$ cat src/rtl/sspim_reg_arb_if.sv
// Reg-bus bundle: two requester ports, the SPI master configuration port,
// and the arbiter status outputs.
interface sspim_reg_arb_if;
    logic        m0_cs, m0_wr, m0_lock;
    logic [7:0]  m0_addr;
    logic [31:0] m0_wdata;
    logic [3:0]  m0_be;
    logic [31:0] m0_rdata;
    logic        m0_ack, m0_err;

    logic        m1_cs, m1_wr, m1_lock;
    logic [7:0]  m1_addr;
    logic [31:0] m1_wdata;
    logic [3:0]  m1_be;
    logic [31:0] m1_rdata;
    logic        m1_ack, m1_err;

    logic        s_cs, s_wr;
    logic [7:0]  s_addr;
    logic [31:0] s_wdata;
    logic [3:0]  s_be;
    logic [31:0] s_rdata;
    logic        s_ack;

    logic        gnt_id, busy;

    // Environment side: requesters plus the SPI master responder.
    modport master (
        output m0_cs, m0_wr, m0_lock, m0_addr, m0_wdata, m0_be,
        input  m0_rdata, m0_ack, m0_err,
        output m1_cs, m1_wr, m1_lock, m1_addr, m1_wdata, m1_be,
        input  m1_rdata, m1_ack, m1_err,
        input  s_cs, s_wr, s_addr, s_wdata, s_be,
        output s_rdata, s_ack,
        input  gnt_id, busy
    );

    // Arbiter side.
    modport slave (
        input  m0_cs, m0_wr, m0_lock, m0_addr, m0_wdata, m0_be,
        output m0_rdata, m0_ack, m0_err,
        input  m1_cs, m1_wr, m1_lock, m1_addr, m1_wdata, m1_be,
        output m1_rdata, m1_ack, m1_err,
        output s_cs, s_wr, s_addr, s_wdata, s_be,
        input  s_rdata, s_ack,
        output gnt_id, busy
    );
endinterface

$ cat src/rtl/sspim_reg_arb.sv
// Two-requester round-robin arbiter in front of the SPI master reg bus,
// with lock/hold support and a per-transfer ack timeout.
module sspim_reg_arb #(
    parameter int unsigned TMO_CYC = 255
) (
    input  logic          clk,
    input  logic          reset,
    sspim_reg_arb_if.slave bus
);
    typedef enum logic [1:0] {IDLE, XFER, DONE, HOLD} state_t;

    localparam logic [7:0] TMO_LAST = 8'(TMO_CYC - 1);

    state_t      r_state, w_state_nxt;
    logic        r_last_gnt, r_gnt_id;
    logic        r_s_cs, r_s_wr;
    logic [7:0]  r_s_addr, r_tmo_cnt;
    logic [31:0] r_s_wdata;
    logic [3:0]  r_s_be;
    logic [1:0]  r_ack, r_err;
    logic [31:0] r_rdata0, r_rdata1;

    logic        w_grant, w_pick, w_xfer_end;
    logic [1:0]  w_cs, w_lock;
    logic [31:0] w_rdata_resp;

    assign w_cs   = {bus.m1_cs, bus.m0_cs};
    assign w_lock = {bus.m1_lock, bus.m0_lock};

    // A simultaneous ack wins over the timeout, so it is tested first.
    assign w_xfer_end   = bus.s_ack || (r_tmo_cnt == TMO_LAST);
    assign w_rdata_resp = !bus.s_ack ? 32'hFFFF_FFFF : (r_s_wr ? 32'h0 : bus.s_rdata);

    always_ff @(posedge clk or posedge reset) begin
        if (reset) r_state <= IDLE;
        else       r_state <= w_state_nxt;
    end

    always_comb begin
        w_state_nxt = r_state;
        w_grant     = 1'b0;
        w_pick      = r_gnt_id;
        case (r_state)
            IDLE: begin
                if (|w_cs) begin
                    w_grant     = 1'b1;
                    w_pick      = (&w_cs) ? ~r_last_gnt : w_cs[1];
                    w_state_nxt = XFER;
                end
            end
            XFER: begin
                if (w_xfer_end) w_state_nxt = DONE;
            end
            DONE: begin
                w_state_nxt = w_lock[r_gnt_id] ? HOLD : IDLE;
            end
            HOLD: begin
                if (w_cs[r_gnt_id]) begin
                    w_grant     = 1'b1;
                    w_state_nxt = XFER;
                end else if (!w_lock[r_gnt_id]) begin
                    w_state_nxt = IDLE;
                end
            end
            default: w_state_nxt = IDLE;
        endcase
    end

    always_ff @(posedge clk or posedge reset) begin
        if (reset) begin
            r_last_gnt <= 1'b1;
            r_gnt_id   <= 1'b0;
            r_s_cs     <= 1'b0;
            r_s_wr     <= 1'b0;
            r_s_addr   <= '0;
            r_s_wdata  <= '0;
            r_s_be     <= '0;
            r_tmo_cnt  <= '0;
            r_ack      <= '0;
            r_err      <= '0;
            r_rdata0   <= '0;
            r_rdata1   <= '0;
        end else begin
            r_ack <= '0;
            r_err <= '0;
            if (w_grant) begin
                r_gnt_id  <= w_pick;
                if (r_state == IDLE) r_last_gnt <= w_pick;
                r_s_cs    <= 1'b1;
                r_s_wr    <= w_pick ? bus.m1_wr    : bus.m0_wr;
                r_s_addr  <= w_pick ? bus.m1_addr  : bus.m0_addr;
                r_s_wdata <= w_pick ? bus.m1_wdata : bus.m0_wdata;
                r_s_be    <= w_pick ? bus.m1_be    : bus.m0_be;
                r_tmo_cnt <= '0;
            end else if (r_state == XFER) begin
                if (w_xfer_end) begin
                    r_s_cs          <= 1'b0;
                    r_ack[r_gnt_id] <= 1'b1;
                    r_err[r_gnt_id] <= !bus.s_ack;
                    if (r_gnt_id) r_rdata1 <= w_rdata_resp;
                    else          r_rdata0 <= w_rdata_resp;
                end else begin
                    r_tmo_cnt <= r_tmo_cnt + 8'd1;
                end
            end
        end
    end

    assign bus.s_cs     = r_s_cs;
    assign bus.s_wr     = r_s_wr;
    assign bus.s_addr   = r_s_addr;
    assign bus.s_wdata  = r_s_wdata;
    assign bus.s_be     = r_s_be;
    assign bus.m0_ack   = r_ack[0];
    assign bus.m0_err   = r_err[0];
    assign bus.m0_rdata = r_rdata0;
    assign bus.m1_ack   = r_ack[1];
    assign bus.m1_err   = r_err[1];
    assign bus.m1_rdata = r_rdata1;
    assign bus.gnt_id   = r_gnt_id;
    assign bus.busy     = (r_state != IDLE);
endmodule

$ cat src/flat_wrapper.sv
// flat-port wrapper written by rule: the top's interface ports become plain ports
module sspim_reg_arb_flat 
#(
    parameter int unsigned TMO_CYC = 255
)
  (clk, reset, bus_m0_cs, bus_m0_wr, bus_m0_lock, bus_m0_addr, bus_m0_wdata, bus_m0_be, bus_m0_rdata, bus_m0_ack, bus_m0_err, bus_m1_cs, bus_m1_wr, bus_m1_lock, bus_m1_addr, bus_m1_wdata, bus_m1_be, bus_m1_rdata, bus_m1_ack, bus_m1_err, bus_s_cs, bus_s_wr, bus_s_addr, bus_s_wdata, bus_s_be, bus_s_rdata, bus_s_ack, bus_gnt_id, bus_busy);
  sspim_reg_arb_if bus_i ();
  input  logic clk;
  input  logic reset;
  input wire logic [$bits(bus_i.m0_cs)-1:0] bus_m0_cs;
  input wire logic [$bits(bus_i.m0_wr)-1:0] bus_m0_wr;
  input wire logic [$bits(bus_i.m0_lock)-1:0] bus_m0_lock;
  input wire logic [$bits(bus_i.m0_addr)-1:0] bus_m0_addr;
  input wire logic [$bits(bus_i.m0_wdata)-1:0] bus_m0_wdata;
  input wire logic [$bits(bus_i.m0_be)-1:0] bus_m0_be;
  output wire logic [$bits(bus_i.m0_rdata)-1:0] bus_m0_rdata;
  output wire logic [$bits(bus_i.m0_ack)-1:0] bus_m0_ack;
  output wire logic [$bits(bus_i.m0_err)-1:0] bus_m0_err;
  input wire logic [$bits(bus_i.m1_cs)-1:0] bus_m1_cs;
  input wire logic [$bits(bus_i.m1_wr)-1:0] bus_m1_wr;
  input wire logic [$bits(bus_i.m1_lock)-1:0] bus_m1_lock;
  input wire logic [$bits(bus_i.m1_addr)-1:0] bus_m1_addr;
  input wire logic [$bits(bus_i.m1_wdata)-1:0] bus_m1_wdata;
  input wire logic [$bits(bus_i.m1_be)-1:0] bus_m1_be;
  output wire logic [$bits(bus_i.m1_rdata)-1:0] bus_m1_rdata;
  output wire logic [$bits(bus_i.m1_ack)-1:0] bus_m1_ack;
  output wire logic [$bits(bus_i.m1_err)-1:0] bus_m1_err;
  output wire logic [$bits(bus_i.s_cs)-1:0] bus_s_cs;
  output wire logic [$bits(bus_i.s_wr)-1:0] bus_s_wr;
  output wire logic [$bits(bus_i.s_addr)-1:0] bus_s_addr;
  output wire logic [$bits(bus_i.s_wdata)-1:0] bus_s_wdata;
  output wire logic [$bits(bus_i.s_be)-1:0] bus_s_be;
  input wire logic [$bits(bus_i.s_rdata)-1:0] bus_s_rdata;
  input wire logic [$bits(bus_i.s_ack)-1:0] bus_s_ack;
  output wire logic [$bits(bus_i.gnt_id)-1:0] bus_gnt_id;
  output wire logic [$bits(bus_i.busy)-1:0] bus_busy;
  assign bus_i.m0_cs = bus_m0_cs;
  assign bus_i.m0_wr = bus_m0_wr;
  assign bus_i.m0_lock = bus_m0_lock;
  assign bus_i.m0_addr = bus_m0_addr;
  assign bus_i.m0_wdata = bus_m0_wdata;
  assign bus_i.m0_be = bus_m0_be;
  assign bus_m0_rdata = bus_i.m0_rdata;
  assign bus_m0_ack = bus_i.m0_ack;
  assign bus_m0_err = bus_i.m0_err;
  assign bus_i.m1_cs = bus_m1_cs;
  assign bus_i.m1_wr = bus_m1_wr;
  assign bus_i.m1_lock = bus_m1_lock;
  assign bus_i.m1_addr = bus_m1_addr;
  assign bus_i.m1_wdata = bus_m1_wdata;
  assign bus_i.m1_be = bus_m1_be;
  assign bus_m1_rdata = bus_i.m1_rdata;
  assign bus_m1_ack = bus_i.m1_ack;
  assign bus_m1_err = bus_i.m1_err;
  assign bus_s_cs = bus_i.s_cs;
  assign bus_s_wr = bus_i.s_wr;
  assign bus_s_addr = bus_i.s_addr;
  assign bus_s_wdata = bus_i.s_wdata;
  assign bus_s_be = bus_i.s_be;
  assign bus_i.s_rdata = bus_s_rdata;
  assign bus_i.s_ack = bus_s_ack;
  assign bus_gnt_id = bus_i.gnt_id;
  assign bus_busy = bus_i.busy;
  sspim_reg_arb #(.TMO_CYC(TMO_CYC)) u_core (.clk(clk), .reset(reset), .bus(bus_i));
endmodule
$ cat config.mk
export PLATFORM = sky130hd
export DESIGN_NAME = sspim_reg_arb_flat
export DESIGN_NICKNAME = d
export VERILOG_FILES = /design/src/rtl/sspim_reg_arb_if.sv /design/src/rtl/sspim_reg_arb.sv /design/src/flat_wrapper.sv
export SDC_FILE = /design/constraint.sdc
export NUM_CORES = 1
export LEC_CHECK = 0
export ABC_AREA = 1
export ABC_CLOCK_PERIOD_IN_PS = 4300
export BUFFER_PORTS_ARGS = -buffer_cell sky130_fd_sc_hd__buf_2
export CAP_MARGIN = 5
export CORE_MARGIN = 2
export CORE_UTILIZATION = 46
export CTS_BUF_LIST = sky130_fd_sc_hd__clkbuf_4
export DETAILED_ROUTE_END_ITERATION = 10
export PLACE_DENSITY = 0.88
export SYNTH_ARGS = -nofsm -noshare
export SYNTH_HDL_FRONTEND = slang
export SYNTH_SLANG_ARGS = --single-unit
$ cat constraint.sdc
create_clock -name clk -period 4.3 [get_ports clk]
set_input_delay 0.86 -clock clk [delete_from_list [all_inputs] [get_ports clk]]
set_output_delay 0.86 -clock clk [all_outputs]
set_load 0.01 [all_outputs]
==> results.py <==
metrics = {
    "global_route": {
        "grt_max_degree": 86,
        "grt_use_total": 0.230,
        "grt_pass1_wl_um": 27100,
        "overflow": 0,
        "antenna_found_initial": 1,
        "grt_pass1_vias": 5651,
    },
    "timing": {
        "finalHoldViolCount": 0,
        "skew_ps": 20.9,
        "fmax_mhz": 372,
        "finalSetupViolations": 0,
        "finalMaxSlewViolations": 0,
        "tightest_slew_ps": 1050,
        "timing.setup.tns_ps": 0,
        "fin_crit_ps": 2690,
        "max-slew-margin-rel": 0.301,
        "rsz0062_at_grt": "no",
        "fin_crit_sh": 0.626,
        "fin_ws_ps": 1610,
    },
    "placed_design": {
        "dp_hpwl_um": 12200,
        "portBuffers": 244,
        "gp_congestion": 0.815,
        "place_ws_ps": 1040,
    },
    "critical_path": {
        "r2r_cells": 10,
        "r2r_slack_ps": 1610,
        "reg2reg_to": "u_core.bus.s_wdata[28]$_DFFE_PP0N_",
        "regToRegStartpoint": "u_core.r_state[1]$_DFFE_PP0P_",
        "startpoint_type": "flip-flop",
        "crit_end": "u_core.bus.s_wdata[28]$_DFFE_PP0N_",
        "worstSetupPathType": "flip-flop to flip-flop",
        "cp_max_fo": 47,
        "worstPathRequired_ps": 4730,
        "cp.arrival_ps": 3120,
        "cp-startpoint": "u_core.r_state[1]$_DFFE_PP0P_",
        "cp-end-kind": "flip-flop",
    },
    "floorplanning": {
        "io-pin-count": 245,
        "start_util": 0.470,
        "die_h_um": 123,
        "dieArea_um2": 15100,
        "fp.dieW_um": 123,
        "num_rows": 43,
        "coreArea_um2": 13800,
    },
    "clock_tree": {
        "clkTransAtPathRegs_ps": 110,
        "insertion_delay_ps": 540,
        "numCtsBuffers": 17,
        "clock_path_buffers": 2,
        "cts-resized-gates": 0,
        "htree_levels": 4,
        "cts_tree": "done",
        "cts_hold_buf": 0,
        "postCtsSetupRepairBufs": 0,
        "clock-sinks": 126,
        "root_buffer": "clkbuf_4",
    },
    "detailed_routing": {
        "met1_length_um": 7050,
        "ant_nets": 0,
        "route.met2.wl_um": 8370,
        "via_per_inst": 4.97,
        "met3WireLength_um": 1250,
        "wire_per_inst_um": 13.7,
        "routed_wl_um": 17100,
        "top_layer": "met5",
        "drtIter0Drc": 373,
        "post-route-drc-count": 0,
        "num_vias": 6203,
        "first_pass_iters": 5,
    },
    "power_and_ir_drop": {
        "p_leak_nw": 4.83,
        "p_per_area_nw_per_um2": 720,
        "p_int_mw": 3.08,
        "p_comb_frac": 0.501,
        "clock_power_share": 0.137,
        "p_switching_mw": 2.64,
        "vdd_drop_max_uv": 350,
        "seqPwrFrac": 0.362,
        "p_sw_frac": 0.462,
    },
    "yosys": {
        "ys_warn_count": 0,
        "synth-edff-count": 0,
        "avgSynthCellArea_um2": 7.76,
        "synth.most_common_cell": "nand2_1",
        "syn_inst": 837,
        "syn_nets": 973,
        "synth-seq-cells": 126,
        "synth.area.top_cells": "dfrtp_1 48%, nand2_1 23%, nand3_1 5.7%",
        "synth_top_area_cell": "dfrtp_1",
        "async_flop_share": 1.00,
        "synth_top_area_share": 0.482,
        "ys_top_cells_by_count": "393 x nand2_1, 125 x dfrtp_1, 74 x nand3_1",
        "synth_cell_types": 26,
        "ys_seq_area_frac": 0.486,
        "ys.flop_type": "dfrtp_1",
        "netlist_area_um2": 6490,
    },
    "layout": {
        "regArea_um2": 3150,
        "fin_nets": 1190,
        "multi_input_area_um2": 2760,
        "n_fill_cell": 1284,
        "area_growth_pct": 22.5,
        "n_antenna_cell": 0,
        "drive_above_1_share": 0.307,
    },
    "worst_hold_path": {
        "hold_path.class": "flip-flop to flip-flop",
    },
    "status": {
        "status": "completed",
    },
    "job": {
        "max_cap_viol_count": 0,
    },
}
==> layout make-up <==
class                      instances  share of cell area
multi-input combinational        586               0.347
clock inverter                    13              0.0156
sequential                       126               0.397
tap                              180              0.0283
inverter                          72              0.0346
clock buffer                      19              0.0179
timing repair buffer             251               0.160
==> worst max-delay path, cell delays in order, from the launching register on <==
cell and delay [ps]:
dfrtp_1 440, inv_1 170, ha_1 260, nand2_1 110, nand2_2 60, buf_4 400
nand2_2 610, nand2_1 310, nand2_1 110, nand2_1 70, nand2_1 50
==> stage by stage <==
stage	area [µm²]	util	hold WS (ps)	power, mW	cells
after CTS	7950	0.575	480	5.78	1247
after floorplan	6490	-	452	4.05	837
after global routing	7950	0.575	506	6.24	1247
final	7950	0.575	479	5.72	1247
after detailed placement	7680	0.556	454	4.98	1215
after global placement	7680	0.556	450	4.88	1215
==> per-layer routing <==
| metal | track usage | vias to the layer above |
|---|---|---|
| met2 | 0.379 | 264 |
| met3 | 0.0655 | 28 |
| met1 | 0.282 | 2851 |
| met5 | 0 | - |
| li1 | - | 3058 |
| met4 | 0.0970 | 2 |
==> sequential cells by signal, indices dropped and copies added (netlist names), 2 cells and up <==
register and count:
u_core.bus.m0_rdata 32, u_core.bus.m1_rdata 32, u_core.bus.s_wdata 32, u_core.bus.s_addr 8, u_core.r_tmo_cnt 8, u_core.bus.s_be 4
u_core.r_ack 2, u_core.r_err 2, u_core.r_state 2
==> power by group through the flow <==
stage / clock network (mW) / logic (mW) / registers, mW
final: 0.783 / 2.87 / 2.07
after global placement: 0 / 2.81 / 2.07
after detailed placement: 0 / 2.91 / 2.07
after CTS: 0.809 / 2.90 / 2.06
after global routing: 0.854 / 3.26 / 2.13
after floorplan: 0 / 1.79 / 2.26
==> kinds of logic (layout without fill, tap and decap cells) <==
| family | after synthesis | count (layout) | share of synthesized area |
|---|---|---|---|
| AND/OR/NAND/NOR | 538 | 538 | 0.355 |
| flip-flops | 126 | 126 | 0.486 |
| buffers and inverters | 125 | 355 | 0.0925 |
| AO/OA/AOI/OAI | 37 | 37 | 0.0474 |
| adder cells (fa/ha/maj) | 7 | 7 | 0.0135 |
| XOR/XNOR | 4 | 4 | 0.00540 |
==> placed cells by master (no fill, tap or decap) <==
| cell | count |
|---|---|
| clkinv_2 | 2 |
| clkinv_1 | 4 |
| o21bai_4 | 1 |
| nor2_4 | 1 |
| nand2_2 | 5 |
| nand2_4 | 2 |
| inv_4 | 2 |
| clkinv_4 | 1 |
| nor3_1 | 1 |
| o21ai_2 | 32 |
| o21ai_0 | 3 |
| clkinvlp_4 | 4 |
| dfrtp_1 | 125 |
| buf_2 | 244 |
| buf_4 | 7 |
| nand4_1 | 32 |
| clkbuf_4 | 19 |
| nand3_2 | 1 |
| nand3_4 | 1 |
| ha_1 | 7 |
| xor2_1 | 4 |
| nor2_2 | 1 |
| o21ai_1 | 1 |
| nand3_1 | 74 |
| nand2_1 | 393 |
| nor2_1 | 10 |
| nand3b_1 | 17 |
| bufinv_16 | 2 |
| inv_1 | 68 |
| dfstp_2 | 1 |
| inv_2 | 2 |
==> worst min path at each step <==
stage,from,to,slack (ps),cells after the start
5_1_grt,u_core.bus.s_wdata[25]$_DFFE_PP0N_,u_core.bus.s_wdata[25]$_DFFE_PP0N_,510,2
2_1_floorplan,u_core.r_last_gnt$_DFFE_PP1P_,u_core.r_last_gnt$_DFFE_PP1P_,450,2
4_1_cts,u_core.bus.m0_rdata[19]$_DFFE_PP0P_,u_core.bus.m0_rdata[19]$_DFFE_PP0P_,480,2
6_report,u_core.bus.m0_rdata[19]$_DFFE_PP0P_,u_core.bus.m0_rdata[19]$_DFFE_PP0P_,480,2
3_3_place_gp,u_core.bus.m0_rdata[2]$_DFFE_PP0P_,u_core.bus.m0_rdata[2]$_DFFE_PP0P_,450,2
3_5_place_dp,u_core.bus.m0_rdata[19]$_DFFE_PP0P_,u_core.bus.m0_rdata[19]$_DFFE_PP0P_,450,2
No activity file was read; power rests on OpenSTA's default activity.
